File: src/rtl/famicom_pkg.sv
// Shared types and constants for the Famicom pad responder.
// Button order matches the 4021 shift order seen by the core (A first).
package famicom_pkg;

  localparam int PAD_BITS = 8;

  localparam int BTN_A      = 0;
  localparam int BTN_B      = 1;
  localparam int BTN_SELECT = 2;
  localparam int BTN_START  = 3;
  localparam int BTN_UP     = 4;
  localparam int BTN_DOWN   = 5;
  localparam int BTN_LEFT   = 6;
  localparam int BTN_RIGHT  = 7;

  typedef enum logic [1:0] {
    IDLE  = 2'd0,
    LOAD  = 2'd1,
    SHIFT = 2'd2
  } pad_state_e;

  // Turbo forces the enabled A/B buttons released during the off phase.
  function automatic logic [PAD_BITS-1:0] apply_turbo(
    input logic [PAD_BITS-1:0] btn,
    input logic [1:0]          en,
    input logic                phase
  );
    logic [PAD_BITS-1:0] r;
    r = btn;
    if (phase) begin
      if (en[0]) r[BTN_A] = 1'b0;
      if (en[1]) r[BTN_B] = 1'b0;
    end
    return r;
  endfunction

endpackage

File: src/rtl/famicom_sync_edge.sv
// Multi-flop synchroniser for an asynchronous pin, with single-cycle
// rise/fall pulses taken against one extra registered copy.
module famicom_sync_edge #(
  parameter int STAGES = 2
) (
  input  logic clk,
  input  logic reset_n,
  input  logic din,
  output logic level,
  output logic rise,
  output logic fall
);

  logic [STAGES-1:0] sync_q;
  logic              prev_q;

  always_ff @(posedge clk) begin
    if (!reset_n) begin
      sync_q <= '0;
      prev_q <= 1'b0;
    end else begin
      sync_q <= {sync_q[STAGES-2:0], din};
      prev_q <= sync_q[STAGES-1];
    end
  end

  assign level = sync_q[STAGES-1];
  assign rise  = level & ~prev_q;
  assign fall  = ~level & prev_q;

endmodule

File: src/rtl/famicom_pad_responder.sv
// Pad-side responder for the Famicom latch/pulse serial protocol: presents
// the host buttons as a standard 8-button 4021 pad, with A/B turbo and a stall timeout.
module famicom_pad_responder
  import famicom_pkg::*;
#(
  parameter int SYNC_STAGES     = 2,
  parameter bit ACTIVE_LOW_DATA = 1'b1,
  parameter bit FILL_BIT        = 1'b1,
  parameter int TURBO_FRAMES    = 4,
  parameter int TIMEOUT_CYCLES  = 65535
) (
  input  logic                clk,
  input  logic                reset_n,
  input  logic [PAD_BITS-1:0] buttons,
  input  logic [1:0]          turbo_en,
  input  logic                famicom_latch,
  input  logic                famicom_pulse,
  output logic                famicom_data,
  output logic                frame_strobe,
  output logic [3:0]          bits_read,
  output logic                busy
);

  localparam logic [15:0] TMO_LIMIT  = 16'(TIMEOUT_CYCLES);
  localparam logic [7:0]  TURBO_LAST = 8'(TURBO_FRAMES - 1);
  localparam logic [3:0]  BITS_MAX   = 4'(PAD_BITS);

  logic latch_lvl, latch_rise, latch_fall;
  logic pulse_lvl, pulse_rise, pulse_fall;

  famicom_sync_edge #(.STAGES(SYNC_STAGES)) u_latch_sync (
    .clk     (clk),
    .reset_n (reset_n),
    .din     (famicom_latch),
    .level   (latch_lvl),
    .rise    (latch_rise),
    .fall    (latch_fall)
  );

  famicom_sync_edge #(.STAGES(SYNC_STAGES)) u_pulse_sync (
    .clk     (clk),
    .reset_n (reset_n),
    .din     (famicom_pulse),
    .level   (pulse_lvl),
    .rise    (pulse_rise),
    .fall    (pulse_fall)
  );

  logic unused_sync;
  assign unused_sync = ^{latch_lvl, pulse_lvl, pulse_fall};

  pad_state_e          state_q, state_d;
  logic [PAD_BITS-1:0] shreg;
  logic [PAD_BITS-1:0] eff;
  logic [15:0]         tmo_cnt;
  logic [7:0]          frame_cnt;
  logic                turbo_phase;
  logic                tmo_hit;
  logic                shift_en;
  logic                strobe;
  logic                data_bit;

  assign eff     = apply_turbo(buttons, turbo_en, turbo_phase);
  assign tmo_hit = (tmo_cnt >= TMO_LIMIT);
  assign strobe  = (state_q == LOAD) && latch_fall;
  // A latch rise in the same cycle as a pulse rise takes priority; the pulse is lost.
  assign shift_en = (state_q == SHIFT) && pulse_rise && !latch_rise;

  always_ff @(posedge clk) begin
    if (!reset_n) state_q <= IDLE;
    else          state_q <= state_d;
  end

  always_comb begin
    state_d = state_q;
    case (state_q)
      IDLE:    if (latch_rise) state_d = LOAD;
      LOAD:    if (latch_fall) state_d = SHIFT;
      SHIFT: begin
        if (latch_rise)   state_d = LOAD;
        else if (tmo_hit) state_d = IDLE;
      end
      default: state_d = IDLE;
    endcase
  end

  always_ff @(posedge clk) begin
    if (!reset_n) begin
      shreg        <= '0;
      bits_read    <= '0;
      frame_strobe <= 1'b0;
      tmo_cnt      <= '0;
      frame_cnt    <= '0;
      turbo_phase  <= 1'b0;
    end else begin
      frame_strobe <= strobe;

      if (state_q == LOAD)
        shreg <= eff;
      else if (shift_en)
        shreg <= {FILL_BIT, shreg[PAD_BITS-1:1]};

      if (state_d == LOAD)
        bits_read <= '0;
      else if (shift_en && bits_read != BITS_MAX)
        bits_read <= bits_read + 4'd1;

      if (state_q != SHIFT || shift_en)
        tmo_cnt <= '0;
      else if (tmo_cnt != 16'hFFFF)
        tmo_cnt <= tmo_cnt + 16'd1;

      if (strobe) begin
        if (frame_cnt >= TURBO_LAST) begin
          frame_cnt   <= '0;
          turbo_phase <= ~turbo_phase;
        end else begin
          frame_cnt <= frame_cnt + 8'd1;
        end
      end
    end
  end

  // Logical value on the line: 1 = pressed; IDLE shows released.
  always_comb begin
    data_bit = 1'b0;
    case (state_q)
      LOAD:    data_bit = eff[BTN_A];
      SHIFT:   data_bit = shreg[0];
      default: data_bit = 1'b0;
    endcase
  end

  assign famicom_data = ACTIVE_LOW_DATA ? ~data_bit : data_bit;
  assign busy         = (state_q != IDLE);

endmodule

File: config.mk
export PLATFORM = sky130hd
export DESIGN_NAME = famicom_pad_responder
export DESIGN_NICKNAME = d
export VERILOG_FILES = /design/src/rtl/famicom_pkg.sv /design/src/rtl/famicom_sync_edge.sv /design/src/rtl/famicom_pad_responder.sv
export SDC_FILE = /design/constraint.sdc
export NUM_CORES = 1
export LEC_CHECK = 0
export ABC_AREA = 1
export CAP_MARGIN = 20
export CORE_AREA = 2 2 88 90
export CTS_CLUSTER_SIZE = 12
export DETAILED_ROUTE_END_ITERATION = 8
export DIE_AREA = 0 0 90 92
export SLEW_MARGIN = 20
export SYNTH_ARGS = -nofsm -noshare
export SYNTH_HDL_FRONTEND = slang
export SYNTH_SLANG_ARGS = --single-unit
File: constraint.sdc
create_clock -name clk -period 1.98 [get_ports clk]
set_input_delay 0.396 -clock clk [delete_from_list [all_inputs] [get_ports clk]]
set_output_delay 0.396 -clock clk [all_outputs]
set_load 0.05 [all_outputs]
==> metrics.cfg <==
[sta]
clock.fmax_ghz = 0.526
layout_setup_ws_ps = 78.7
hold_violations = 0
tightest_slew_ps = 499
setup_violations = 0
fin_crit_ps = 1900
finalMaxSlewViolations = 0
setup_tns_ps = 0
fin_crit_sh_pct = 96.0
rsz0062_at_grt = false
slew_headroom_pct = 66.7
clock_skew_ps = 6.91

[logic_synthesis]
seq_area_frac_synth_pct = 42.7
synth.ff_latch_count = 46
async_reset_ff_share_pct = 0
yosysUniqueCellTypes = 32
synth.avg_cell_area_um2 = 7.59
synthCells = 284
syn_area_um2 = 2160
synth_top_flop_cell = dfxtp_1
yosysWarnings = 0
synth_top_cell_area_share_pct = 42.7
synth_common_cells = 56 x nand2_1, 46 x dfxtp_1, 39 x inv_1
netlist_top_cells_area = dfxtp_1 43%, nand2_1 9.8%, inv_1 6.8%, nor2_1 4.7%, ha_1 4.6%
post-synth-top-count-cell = nand2_1
syn-num-nets = 306
synth_edf_count = 0
yosys.area.top_type = dfxtp_1

[outcome]
status = complete, no violations

[power_and_ir_drop]
seqPwrFrac_pct = 57.4
p_sw_uw = 379
p_leak_uw = 0.00111
p_comb_share_pct = 6.5
ir_drop_mv = 0.258
switching_share_pct = 23.0
power_density_nw_per_um2 = 628
clock_power_share_pct = 36.1
p_int_uw = 1270

[floorplanning]
ios = 21
die_area_um2 = 8280
fp.dieH_um = 92
rows = 32
initial_core_util_pct = 28.9
core_area_um2 = 7450
die_x_um = 90

[drt]
drt-initial-drc-count = 50
wl_um = 4060
final_antenna_net_count = 0
wl_per_cell_um = 9.77
first_pass_iters = 4
vias_per_cell = 4.29
drc_errors = 0
via_count = 1784

[cts]
path_clk_slew_ps = 90
post_cts_buffers = 0
cts_sinks = 46
htree_levels = 2
cts-root-buf = clkbuf_8
cts_made_buffers = 5
clock_path_buffers = 2
cts_tree = built
clk-insertion-delay-late_ps = 300

[final_layout]
area_delta_synth_final_pct = 22.0
final_area_um2 = 2630
drive_gt1_share_pct = 15.0
fin_nets = 335
antenna_cells = 0

[flow_run]
cap_viol_max_count = 0

[setup_path]
crit_chain = clkdlybuf4s50_1
worst-path-stages = 1
setup.worst_path.end_class = output port
cpPeakStageDelay_ps = 820
worst_setup_path_start_kind = flip-flop
worst_ep_required_time_ps = 1580
crit-reg2reg-launch = tmo_cnt[0]
critical-path-slowest-cell = clkdlybuf4s50_1
critical_path_buf_inv_count = 1
cp_max_fo = 4
reg2reg_depth = 9
crit_start = bits_read[1]
crit_family = buffers and inverters
r2r_setup_slack_ps = 380
worstPathArrival_ps = 1510
crit_type = flip-flop to output port

[place]
pre_cts_ws_ps = 293
dpl-instance-area_um2 = 2530
place_hpwl_um = 3100
port_buffers = 20
gp_congestion = 0.865

[min_path]
min_from = u_latch_sync.sync_q[0]
hold_depth = 2
hp-class = flip-flop to flip-flop

[global_routing]
gr-total-overflow = 0
antenna_found_initial = 0
grt_pass1_vias = 1782
grt_max_degree = 16
grtUsageTotal_pct = 10.6
grt_pass1_wl_um = 7280

[cell usage in the layout (no fill, tap or decap), types with 2 or more instances in the layout]
cell type,count
nand3_2,3
o21ai_1,7
inv_1,39
a31oi_1,8
nor2_4,3
clkbuf_8,6
dfxtp_1,45
o21ai_0,6
nand2_2,9
buf_12,2
nor3_1,4
nand2_1,56
a21oi_1,12
nor2_1,27
buf_4,6
nand3_1,19
clkdlybuf4s50_1,17
ha_1,8
nor2_2,4
inv_2,3
xor2_1,10
nor3_2,2
nand4_1,2
clkinv_2,3
[stage by stage]
| stage | util (%) | hold WS, ps | std cells | total power, uW |
|---|---|---|---|---|
| 6_report | 35.3 | 417 | 416 | 1650 |
| 5_1_grt | 35.3 | 439 | 416 | 1720 |
| 4_1_cts | 35.3 | 420 | 416 | 1680 |
| 3_5_place_dp | 34.0 | 398 | 408 | 1080 |
| 3_3_place_gp | 34.0 | 397 | 408 | 1080 |
| 2_1_floorplan | - | 390 | 284 | 1020 |
[sequential cells by signal, indices dropped and copies added (netlist names)]
register	flops
turbo_phase	1
tmo_cnt	16
shreg	8
u_pulse_sync.prev_q	1
state_q	2
u_latch_sync.prev_q	1
frame_cnt	8
frame_strobe	1
u_latch_sync.sync_q	2
bits_read	4
u_pulse_sync.sync_q	2
[final timing paths]
kind,end
max,bits_read[1]
min,u_latch_sync.sync_q[1]
min reg2reg,u_latch_sync.sync_q[1]
max reg2reg,tmo_cnt[6]
[routing by layer]
layer / wire length, um / global-route usage [%] / share of wire, %
met5: 0 / 0 / 0
met4: 62 / 3.85 / 1.5
met3: 126 / 2.63 / 3.1
met2: 1940 / 19.3 / 48
met1: 1930 / 12.1 / 48
[cell families (layout without fill, tap and decap cells)]
| group | after synthesis | count (layout) | share of synthesized area (%) |
|---|---|---|---|
| AND/OR/NAND/NOR | 134 | 134 | 30.2 |
| buffers and inverters | 50 | 80 | 9.05 |
| flip-flops | 46 | 46 | 42.7 |
| AO/OA/AOI/OAI | 35 | 35 | 8.88 |
| XOR/XNOR | 11 | 11 | 4.47 |
| adder cells (fa/ha/maj) | 8 | 8 | 4.64 |
[power by group through the flow]
| stage | clock network, uW | logic (uW) | registers (uW) |
|---|---|---|---|
| after CTS | 622 | 109 | 947 |
| after global routing | 655 | 120 | 949 |
| after floorplan | 0 | 54.3 | 968 |
| after detailed placement | 0 | 109 | 969 |
| after global placement | 0 | 108 | 969 |
| final | 596 | 107 | 947 |
[layout make-up]
cell class,count,area [um^2]
Multi-Input combinational cell,188,1040
Sequential cell,46,922
Fill cell,813,4820
Clock inverter,2,12.5
Clock buffer,6,82.6
Timing Repair Buffer,26,268
Inverter,46,178
Tap cell,102,128
[repair_timing]
item,in CTS,in global routing
endpoints found under the setup margin,0,2
resized for setup,0,2
hold buffers,0,0
No activity file was read; power rests on OpenSTA's default activity.
